===== config.mk =====
export PLATFORM = sky130hd
export DESIGN_NAME = ifetch_sram_bridge_flat
export DESIGN_NICKNAME = d
export VERILOG_FILES = /design/src/rtl/ifetch_sram_bridge_if.sv /design/src/rtl/ifetch_sram_bridge.sv /design/src/flat_wrapper.sv
export SDC_FILE = /design/constraint.sdc
export NUM_CORES = 1
export LEC_CHECK = 0
export CORE_MARGIN = 2
export CORE_UTILIZATION = 41
export CTS_CLUSTER_DIAMETER = 60
export DETAILED_ROUTE_END_ITERATION = 8
export PLACE_DENSITY = 0.85
export SKIP_LAST_GASP = 1
export SYNTH_ARGS = -nofsm -noshare
export SYNTH_HDL_FRONTEND = slang
export SYNTH_SLANG_ARGS = --single-unit

===== constraint.sdc =====
create_clock -name clk -period 2.1 [get_ports clk]
set_input_delay 0.63 -clock clk [delete_from_list [all_inputs] [get_ports clk]]
set_output_delay 0.63 -clock clk [all_outputs]
set_load 0.01 [all_outputs]

===== src/rtl/ifetch_sram_bridge_if.sv =====
// ----------------------------------------------------------------------------
// ifetch_sram_bridge_if
//   Bundles the two sides of the instruction-fetch bridge.
//   CPU side : cpu_req, cpu_addr, flush (from IF stage);
//              cpu_inst, cpu_valid, cpu_adel, stall (back to IF stage).
//   SRAM side: sram_req, sram_wr, sram_size, sram_addr (to the bus);
//              sram_addr_ok, sram_data_ok, sram_rdata (from the bus).
//   modport slave  : the bridge itself.
//   modport master : the surrounding environment (IF stage + instruction bus).
// ----------------------------------------------------------------------------
interface ifetch_sram_bridge_if;
    logic        cpu_req;
    logic [31:0] cpu_addr;
    logic        flush;
    logic [31:0] cpu_inst;
    logic        cpu_valid;
    logic        cpu_adel;
    logic        stall;

    logic        sram_req;
    logic        sram_wr;
    logic [1:0]  sram_size;
    logic [31:0] sram_addr;
    logic        sram_addr_ok;
    logic        sram_data_ok;
    logic [31:0] sram_rdata;

    modport slave (
        input  cpu_req, cpu_addr, flush,
        input  sram_addr_ok, sram_data_ok, sram_rdata,
        output cpu_inst, cpu_valid, cpu_adel, stall,
        output sram_req, sram_wr, sram_size, sram_addr
    );

    modport master (
        output cpu_req, cpu_addr, flush,
        output sram_addr_ok, sram_data_ok, sram_rdata,
        input  cpu_inst, cpu_valid, cpu_adel, stall,
        input  sram_req, sram_wr, sram_size, sram_addr
    );
endinterface


===== src/rtl/ifetch_sram_bridge.sv =====
// ----------------------------------------------------------------------------
// ifetch_sram_bridge
//   Responder end of the instruction-fetch interface. Accepts one fetch at a
//   time, maps the virtual PC to a physical address (kseg0/kseg1 folding when
//   MAP_EN=1), runs a single read on the SRAM-like bus (req/addr_ok/data_ok)
//   and returns the word with a one-cycle cpu_valid pulse.
//
//   Ports:
//     clk     : rising-edge clock
//     resetn  : asynchronous active-low reset
//     bus     : ifetch_sram_bridge_if.slave
//               cpu_req/cpu_addr/flush in, cpu_inst/cpu_valid/cpu_adel/stall out,
//               sram_req/sram_wr/sram_size/sram_addr out,
//               sram_addr_ok/sram_data_ok/sram_rdata in
// ----------------------------------------------------------------------------
module ifetch_sram_bridge #(
    parameter bit MAP_EN = 1'b1
) (
    input  logic                 clk,
    input  logic                 resetn,
    ifetch_sram_bridge_if.slave  bus
);

    typedef enum logic [1:0] {IDLE, ADDR, DATA, RESP} state_t;

    state_t      state_q,     state_d;
    logic        cancel_q,    cancel_d;
    logic        sram_req_q,  sram_req_d;
    logic [31:0] sram_addr_q, sram_addr_d;
    logic [31:0] cpu_inst_q,  cpu_inst_d;
    logic        cpu_adel_q,  cpu_adel_d;

    // kseg0 (0x8xxx_xxxx/0x9xxx_xxxx) and kseg1 (0xAxxx_xxxx/0xBxxx_xxxx)
    // both fold onto the low 512 MB of physical space.
    function automatic logic [31:0] map_addr(input logic [31:0] va);
        if (MAP_EN && (va[31:30] == 2'b10))
            return {3'b000, va[28:0]};
        return va;
    endfunction

    always_comb begin
        state_d     = state_q;
        cancel_d    = cancel_q;
        sram_addr_d = sram_addr_q;
        cpu_inst_d  = cpu_inst_q;
        cpu_adel_d  = cpu_adel_q;

        case (state_q)
            IDLE: begin
                // A redirect in the same cycle makes the current PC stale.
                if (bus.cpu_req && !bus.flush) begin
                    if (bus.cpu_addr[1:0] == 2'b00) begin
                        sram_addr_d = map_addr(bus.cpu_addr);
                        state_d     = ADDR;
                    end else begin
                        cpu_inst_d  = 32'h0;
                        cpu_adel_d  = 1'b1;
                        state_d     = RESP;
                    end
                end
            end
            ADDR: begin
                // The bus request cannot be withdrawn; remember to drop the result.
                if (bus.flush)
                    cancel_d = 1'b1;
                if (bus.sram_addr_ok)
                    state_d = DATA;
            end
            DATA: begin
                if (bus.flush)
                    cancel_d = 1'b1;
                if (bus.sram_data_ok) begin
                    cpu_inst_d = bus.sram_rdata;
                    cpu_adel_d = 1'b0;
                    state_d    = RESP;
                end
            end
            RESP: begin
                cancel_d = 1'b0;
                state_d  = IDLE;
            end
            default: begin
                cancel_d = 1'b0;
                state_d  = IDLE;
            end
        endcase

        // Registered request: high exactly while the FSM sits in ADDR.
        sram_req_d = (state_d == ADDR);
    end

    always_ff @(posedge clk or negedge resetn) begin
        if (!resetn) begin
            state_q     <= IDLE;
            cancel_q    <= 1'b0;
            sram_req_q  <= 1'b0;
            sram_addr_q <= 32'h0;
            cpu_inst_q  <= 32'h0;
            cpu_adel_q  <= 1'b0;
        end else begin
            state_q     <= state_d;
            cancel_q    <= cancel_d;
            sram_req_q  <= sram_req_d;
            sram_addr_q <= sram_addr_d;
            cpu_inst_q  <= cpu_inst_d;
            cpu_adel_q  <= cpu_adel_d;
        end
    end

    // A flush arriving in the response cycle also suppresses delivery.
    assign bus.cpu_valid = (state_q == RESP) && !cancel_q && !bus.flush;
    // Freezes the PC from the request cycle until the word is delivered.
    assign bus.stall     = bus.cpu_req && !bus.cpu_valid;
    assign bus.cpu_inst  = cpu_inst_q;
    assign bus.cpu_adel  = cpu_adel_q;
    assign bus.sram_req  = sram_req_q;
    assign bus.sram_addr = sram_addr_q;
    assign bus.sram_wr   = 1'b0;
    assign bus.sram_size = 2'b10;

endmodule


===== src/flat_wrapper.sv =====
// flat-port wrapper written by rule: the top's interface ports become plain ports
module ifetch_sram_bridge_flat 
#(
    parameter bit MAP_EN = 1'b1
)
  (clk, resetn, bus_cpu_req, bus_cpu_addr, bus_flush, bus_sram_addr_ok, bus_sram_data_ok, bus_sram_rdata, bus_cpu_inst, bus_cpu_valid, bus_cpu_adel, bus_stall, bus_sram_req, bus_sram_wr, bus_sram_size, bus_sram_addr);
  ifetch_sram_bridge_if bus_i ();
  input  logic clk;
  input  logic resetn;
  input wire logic [$bits(bus_i.cpu_req)-1:0] bus_cpu_req;
  input wire logic [$bits(bus_i.cpu_addr)-1:0] bus_cpu_addr;
  input wire logic [$bits(bus_i.flush)-1:0] bus_flush;
  input wire logic [$bits(bus_i.sram_addr_ok)-1:0] bus_sram_addr_ok;
  input wire logic [$bits(bus_i.sram_data_ok)-1:0] bus_sram_data_ok;
  input wire logic [$bits(bus_i.sram_rdata)-1:0] bus_sram_rdata;
  output wire logic [$bits(bus_i.cpu_inst)-1:0] bus_cpu_inst;
  output wire logic [$bits(bus_i.cpu_valid)-1:0] bus_cpu_valid;
  output wire logic [$bits(bus_i.cpu_adel)-1:0] bus_cpu_adel;
  output wire logic [$bits(bus_i.stall)-1:0] bus_stall;
  output wire logic [$bits(bus_i.sram_req)-1:0] bus_sram_req;
  output wire logic [$bits(bus_i.sram_wr)-1:0] bus_sram_wr;
  output wire logic [$bits(bus_i.sram_size)-1:0] bus_sram_size;
  output wire logic [$bits(bus_i.sram_addr)-1:0] bus_sram_addr;
  assign bus_i.cpu_req = bus_cpu_req;
  assign bus_i.cpu_addr = bus_cpu_addr;
  assign bus_i.flush = bus_flush;
  assign bus_i.sram_addr_ok = bus_sram_addr_ok;
  assign bus_i.sram_data_ok = bus_sram_data_ok;
  assign bus_i.sram_rdata = bus_sram_rdata;
  assign bus_cpu_inst = bus_i.cpu_inst;
  assign bus_cpu_valid = bus_i.cpu_valid;
  assign bus_cpu_adel = bus_i.cpu_adel;
  assign bus_stall = bus_i.stall;
  assign bus_sram_req = bus_i.sram_req;
  assign bus_sram_wr = bus_i.sram_wr;
  assign bus_sram_size = bus_i.sram_size;
  assign bus_sram_addr = bus_i.sram_addr;
  ifetch_sram_bridge #(.MAP_EN(MAP_EN)) u_core (.clk(clk), .resetn(resetn), .bus(bus_i));
endmodule

; After elaboration in Yosys (flattened, before gate mapping)
; Cells that the tools add are included.
[word_totals]
regBits = 69
input_bits = 70
out_inout_bits = 71
elab_cells = 51
[classes]
n_eq_ne = 9
n_mux = 21
reduce_logical = 15
[op_table]
columns = operator, count
row1 = 32-bit 2-to-1 mux, 5
row2 = 32-bit case mux with 2 select lines, 1
row3 = 1-bit 2-to-1 mux, 8
row4 = 2-bit 2-to-1 mux, 4
row5 = 2-bit case mux with 4 select lines, 1
row6 = 2-bit equality test (second input constant), 3
row7 = 2-bit by 1-bit equality test with 1-bit output (second input constant), 2
row8 = 1-bit logical AND, 4
row9 = 2-bit zero test, 2
row10 = 2-bit by 1-bit inequality test with 1-bit output (second input constant), 2
row11 = 2-bit inequality test (second input constant), 2
row12 = 1-bit case mux with 2 select lines, 2
row13 = 4-bit AND reduction, 1
row14 = 2-bit nonzero test, 2
row15 = 1-bit zero test, 3
row16 = 3-bit AND reduction, 1
row17 = 2-bit AND reduction, 1
row18 = 2-bit OR reduction, 1

; Logic depth before layout (Yosys ltp)
; Gate-level depths: netlist of the first run.
[logic_depth]
word_depth = 6
ltp_mapped = 7

; Worst setup path after synthesis of the first run
; No wires, ideal clock.
[synth_path]
path_kind = input -> output
startpoint = input port bus_flush
endpoint = output port bus_stall
arrival_time_ns = 1.150
path_slack_ns = 0.320
path_stages = 2
n_path_buf = 0
cell_sequence = nor3b_1 nor2b_1
[synth_via]
elab_chain_cells = 4
[synth_rtl]
columns = item, line
row1 = "start, declared", flat_wrapper.sv:12  ; input wire logic [$bits(bus_i.flush)-1:0] bus_flush;
row2 = 1-bit zero test, ifetch_sram_bridge.sv:111  ; assign bus.cpu_valid = (state_q == RESP) && !cancel_q && !bus.flush;
row3 = 1-bit logical AND, ifetch_sram_bridge.sv:111
row4 = 1-bit zero test, ifetch_sram_bridge.sv:113  ; assign bus.stall = bus.cpu_req && !bus.cpu_valid;
row5 = 1-bit logical AND, ifetch_sram_bridge.sv:113
row6 = "end, declared", flat_wrapper.sv:19  ; output wire logic [$bits(bus_i.stall)-1:0] bus_stall;
; No other way between the ends.

; Worst setup path in the final report of the first run
[layout_path]
startpoint = input port bus_cpu_req
endpoint = output port bus_stall
[layout_via]
elab_chain_cells = 1
[layout_rtl]
columns = item, line
row1 = "start, declared", flat_wrapper.sv:10  ; input wire logic [$bits(bus_i.cpu_req)-1:0] bus_cpu_req;
row2 = 1-bit logical AND, ifetch_sram_bridge.sv:113
; No other way between the ends.

==> flow_metrics.tcl, run 1 <==
set metrics [dict create \
    root_buffer "clkbuf_8" \
    hold_viol_final 0 \
    wire_per_inst_um 15.9 \
    antenna_found_initial 0 \
    ant_nets 0 \
    synth_ff_type "dfrtp_1" \
    row_count 31 \
    design.core.area_mm2 0.00721 \
    grt_pass1_vias 2444 \
    yosysTopAreaCell "dfrtp_1" \
    start_kind "input port" \
    netlist_top_cells_area "dfrtp_1 (57%), mux2_2 (10%), a21bo_2 (8.6%), nand4_1 (6.6%), buf_6 (2.2%)" \
    dieArea_mm2 0.00812 \
    via_per_inst 5.00 \
    cts_tree "yes" \
    p_total_w 0.00643 \
    synthArstFlopShare_pct 100 \
    finalSetupViolCount 0 \
    grt-ovfl-total 0 \
    ys_seq_area_share_pct 56.8 \
    rrSetupSlack_ns 0.29 \
    die_y_um 90.1 \
    syn_to_final_growth_pct 55.6 \
    postSynthCellCount 224 \
    layout_min_cycle_time_ns 2.03 \
    postCtsHoldBufs 0 \
    hp-class "input port to async pin" \
    timing.final.crit_share_pct 96.7 \
    fillerInstances 570 \
    cts_buffers 9 \
    dp_slack_ns -0.417 \
    fin_skew_ns 0.00856 \
    boundaryPins 141 \
    max_freq_ghz 0.492 \
    place_congestion 0.760 \
    vdd_ir_drop_max_uv 733 \
    nets 442 \
    hpwlAfterDp_um 5490 \
    drive_gt1_share_pct 25.0 \
    grt_setup_unrepaired "false" \
    grt_start_max_net_pins 40 \
    ys_warn_count 0 \
    grt_use_total_pct 18.7 \
    start_util_pct 42.1 \
    syn_area_mm2 0.00304 \
    dr_total_vias 2356 \
    finalMaxSlewViolations 0 \
    h-tree-depth 3 \
    port_buffers 137 \
    r2r-end "u_core.bus.cpu_inst[11]" \
    synth_seq_cells 69 \
    antennaDiodeCount 0 \
    critical_path_class "input port to primary output" \
    critical_path_required_ns 1.47 \
    path_clk_slew_ns 0.07 \
    ys_top_cells_by_count "dfrtp_1 (69), nand4_1 (32), mux2_2 (28)" \
    fp.dieW_um 90.1 \
    critical_path_arrival_ns 1.40 \
    yosysTopAreaCellShare_pct 56.8 \
    reg2reg_depth 6 \
    clock_sinks 69 \
    first_iter_violations 81 \
    grt_pass1_wl_um 12000 \
    drc 0 \
    maxCapViolCount 0 \
    synth.most_common_cell "dfrtp_1" \
    synth_edf_count 0 \
    path_max_fanout 2 \
    avgSynthCellArea_um2 13.6 \
    regToRegStartpoint "u_core.state_q[1]" \
    pwr_density_cell_mw_per_mm2 1360 \
    wl_um 7480 \
    outcome "completed" \
    ys_types 32 \
    drt_first_pass_iters 4 \
    leakage_nw 2.15 \
    clockBufferDepth 2 \
    endpoint_kind "primary output" \
    fin_ws_ns 0.0695 \
    clk_latency_ns 0.33 \
]
==> worst max-delay path, stage by stage <==
cell and delay, ns:
clkdlybuf4s50_1 0.49, nor2b_1 0.14, buf_2 0.14
==> what timing repair did <==
item                                    in CTS  in global routing
endpoints found under the setup margin       2                  1
pin swaps                                    1                  0
buffers inserted                             0                  2
gates resized for setup                      7                  1
==> area by class of cell <==
type / instances / area [um^2] / share of cell area, %
Sequential cell: 69 / 1730 / 36.5
Timing Repair Buffer: 151 / 1490 / 31.5
Multi-Input combinational cell: 132 / 1140 / 24.1
Clock buffer: 11 / 151 / 3.20
Tap cell: 99 / 124 / 2.62
Clock inverter: 5 / 81.3 / 1.72
Inverter: 4 / 15.0 / 0.317
==> stage by stage <==
stage	hold WS [ns]	cell area, um^2	std cells	setup TNS, ns	util (%)
2_1_floorplan	0.334	3040	225	0	-
3_3_place_gp	0.461	4480	453	-6.20	62.2
3_5_place_dp	0.467	4480	453	-8.06	62.2
4_1_cts	0.313	4710	469	0	65.3
5_1_grt	0.333	4730	471	0	65.6
6_report	0.319	4730	471	0	65.6
==> sequential cells by signal (all words and copies together), names as in the netlist <==
register,count
u_core.state_q,2
u_core.bus.cpu_adel,1
u_core.bus.cpu_inst,32
u_core.bus.sram_req,1
u_core.cancel_q,1
u_core.bus.sram_addr,32
==> cell families after synthesis <==
| group | count (synthesis) | synth area share, % |
|---|---|---|
| flip-flops | 69 | 56.8 |
| AO/OA/AOI/OAI | 47 | 13.7 |
| AND/OR/NAND/NOR | 47 | 10.2 |
| multiplexers | 30 | 11.1 |
| buffers and inverters | 24 | 5.93 |
| adder cells (fa/ha/maj) | 5 | 2.06 |
| other | 2 | 0.247 |
==> power breakdown <==
| group | leakage [nW] | switching, W | internal, W |
|---|---|---|---|
| registers | 0.895 | 0.000323 | 0.00192 |
| logic | 1.14 | 0.00125 | 0.00172 |
| clock network | 0.116 | 0.000485 | 0.000736 |
| total | 2.15 | 0.00205 | 0.00437 |
==> per-layer routing <==
layer / wire length [um] / vias to the layer above / part of all wire [%] / global-route usage [%]
met1: 2910 / 1165 / 39 / 21.9
met4: 142 / 0 / 1.9 / 8.33
met3: 430 / 10 / 5.8 / 4.11
met2: 3990 / 94 / 53 / 32.8
met5: 0 / - / 0 / 0
li1: - / 1087 / - / -
==> layout by cell type (no fill, tap or decap), drive strengths merged, types with 3 or more instances in the layout <==
cell,synthesis,routed
a21bo,32,32
a21oi,5,5
buf,14,16
clkbuf,6,11
clkdlybuf4s50,0,133
conb,2,3
dfrtp,69,69
ha,5,5
inv,4,5
mux2,29,29
nand2,5,5
nand4,32,32
o21ai,5,5
==> worst max-delay path by stage <==
stage                           start             to  slack [ns]  cells after the start
global route              bus_cpu_req      bus_stall        0.01                      3
floorplan                   bus_flush      bus_stall        0.32                      2
finish                    bus_cpu_req      bus_stall        0.07                      3
global placement            bus_flush  bus_cpu_valid       -0.40                      3
detailed placement          bus_flush  bus_cpu_valid       -0.42                      3
CTS                 u_core.state_q[1]  bus_cpu_valid        0.06                      3
Power figures use the tool's default switching activity.
==> run 2: changes to the inputs <==
==> constraint.sdc (replaced) <==
create_clock -name clk -period 2.1 [get_ports clk]
set_input_delay 0.525 -clock clk [delete_from_list [all_inputs] [get_ports clk]]
set_output_delay 0.525 -clock clk [all_outputs]
set_load 0.01 [all_outputs]
==> flow_metrics.tcl, run 2 (same netlist as run 1, synthesis figures left out) <==
set metrics [dict create \
    outcome "completed" \
    p_total_w 0.00640 \
    grt_use_total_pct 18.3 \
    wl_um 7180 \
    endpoint_kind "primary output" \
    dieArea_mm2 0.00812 \
    drt_first_pass_iters 4 \
    path_clk_slew_ns 0.08 \
    met3_length_um 425 \
    timing.final.crit_share_pct 97.1 \
    worstMarginPinSlew_ns 0.641 \
    multi_input_area_mm2 0.00114 \
    layout_min_cycle_time_ns 2.04 \
    reg2reg_depth 5 \
    row_count 31 \
    path_max_fanout 2 \
    dp_slack_ns -0.229 \
    seq_area_mm2 0.00173 \
    drc 0 \
    dr_total_vias 2354 \
    path_delay_family "buffers and inverters" \
    grt_pass1_vias 2368 \
    clockBufferDepth 2 \
    boundaryPins 141 \
    rrSetupSlack_ns 0.38 \
    critical_path_class "input port to primary output" \
    root_buffer "clkbuf_8" \
    die_y_um 90.1 \
    first_iter_violations 57 \
    fillerInstances 550 \
    maxCapViolCount 0 \
    grt_pass1_wl_um 11800 \
    wire_per_inst_um 15.3 \
    nets 441 \
    critical_path_depth 4 \
    finalMaxSlewViolations 0 \
    place_congestion 0.732 \
    start_kind "input port" \
    finalSetupViolCount 0 \
    wl_met1_um 2930 \
    drive_gt1_share_pct 24.5 \
    met2_wirelength_um 3600 \
    r2r-end "u_core.bus.cpu_inst[27]" \
    cp_slowest_cell "clkdlybuf4s50_1" \
    port_buffers 137 \
    dp_cells 454 \
    fp.dieW_um 90.1 \
    grt_setup_unrepaired "false" \
    maxUsedRoutingLayer "met4" \
    antenna_found_initial 0 \
    antennaDiodeCount 0 \
    stdcell_count 470 \
    hp-class "input port to async pin" \
    crit_start "bus_flush" \
    leakage_nw 2.17 \
    critical_path_required_ns 1.57 \
    pwr_density_cell_mw_per_mm2 1350 \
    vdd_ir_drop_max_uv 672 \
    grt_start_max_net_pins 41 \
    via_per_inst 5.01 \
    hpwlAfterDp_um 5260 \
    fin_ws_ns 0.0610 \
    critPathCapture "bus_stall" \
    layout_commonest_cell "clkdlybuf4s50_1" \
    ant_nets 0 \
    design.core.area_mm2 0.00721 \
    max_freq_ghz 0.490 \
    syn_to_final_growth_pct 56.0 \
    critical_path_arrival_ns 1.51 \
    hold_viol_final 0 \
    clock_sinks 69 \
    start_util_pct 42.1 \
    cts_tree "yes" \
    slowest_delay_ns 0.43 \
    layout_common_cells "clkdlybuf4s50_1 (134), dfrtp_1 (69), nand4_1 (32)" \
    regToRegStartpoint "u_core.state_q[1]" \
    slew_headroom_pct 57.3 \
    grt-ovfl-total 0 \
    crit_buf_inv 2 \
    path_cells "clkdlybuf4s50_1, nor3b_2, nor2b_1, dlygate4sd2_1" \
    fin_skew_ns 0.00562 \
    h-tree-depth 3 \
    clk_latency_ns 0.34 \
    postCtsSetupRepairBufs 0 \
    cts_buffers 9 \
]
==> run 2: changes by cell type in the layout (fill, tap and decap cells not counted), sizes merged <==
| cell | before | now |
|---|---|---|
| dlymetal6s2s | 0 | 1 |
| buf | 16 | 14 |
| clkdlybuf4s50 | 133 | 134 |
| clkdlybuf4s15 | 1 | 0 |
==> run 2: area by class of cell <==
class / instances / area share, %
clock buffer: 11 / 3.19
sequential: 69 / 36.4
inverter: 4 / 0.317
timing repair buffer: 150 / 31.7
clock inverter: 5 / 1.71
tap: 99 / 2.61
multi-input combinational: 132 / 24.1
==> run 2: how the worst min path moves through the flow <==
stage | startpoint | slack [ns] | cells past startpoint | end
3_3_place_gp | u_core.bus.cpu_inst[1] | 0.46 | 1 | u_core.bus.cpu_inst[1]
4_1_cts | resetn | 0.20 | 1 | u_core.bus.sram_addr[1]
5_1_grt | resetn | 0.22 | 1 | u_core.bus.sram_addr[1]
2_1_floorplan | resetn | 0.23 | 0 | u_core.bus.cpu_adel
6_report | resetn | 0.20 | 1 | u_core.bus.sram_addr[1]
3_5_place_dp | u_core.bus.cpu_inst[0] | 0.47 | 1 | u_core.bus.cpu_inst[0]
==> run 2: power breakdown <==
group	switching (W)	internal [W]
clock network	0.000499	0.000736
logic	0.00123	0.00170
registers	0.000316	0.00192
total	0.00205	0.00436
==> run 2: what timing repair did <==
action,in CTS,in global routing
endpoints found under the setup margin,2,1
hold buffers,0,0
resized for setup,2,1
==> run 2: metrics by stage <==
step / setup TNS [ns] / area (um^2) / utilization [%] / hold slack (ns)
final: 0 / 4740 / 65.7 / 0.197
after global routing: 0 / 4740 / 65.7 / 0.218
after CTS: -0.177 / 4740 / 65.7 / 0.201
after detailed placement: -0.762 / 4500 / 62.4 / 0.467
after global placement: -0.356 / 4500 / 62.4 / 0.461
after floorplan: 0 / 3040 / - / 0.229
==> run 2: per-layer routing <==
layer  GRT usage (%)  vias to the layer above
met3            3.94                       17
met2            30.5                       99
met4            10.4                        0
met1            21.9                     1147
li1                -                     1091
met5               0                        -
==> run 3: changes to the inputs <==
--- a/config.mk
+++ b/config.mk
@@ -5,10 +5,12 @@
 export SDC_FILE = /design/constraint.sdc
 export NUM_CORES = 1
 export LEC_CHECK = 0
+export CAP_MARGIN = 30
 export CORE_MARGIN = 2
 export CORE_UTILIZATION = 41
 export CTS_CLUSTER_DIAMETER = 60
 export DETAILED_ROUTE_END_ITERATION = 8
+export GPL_ROUTABILITY_DRIVEN = 0
 export PLACE_DENSITY = 0.85
 export SKIP_LAST_GASP = 1
 export SYNTH_ARGS = -nofsm -noshare
==> results of run 3 <==
No change in the layout: final DEF, timing and power equal those of run 2.
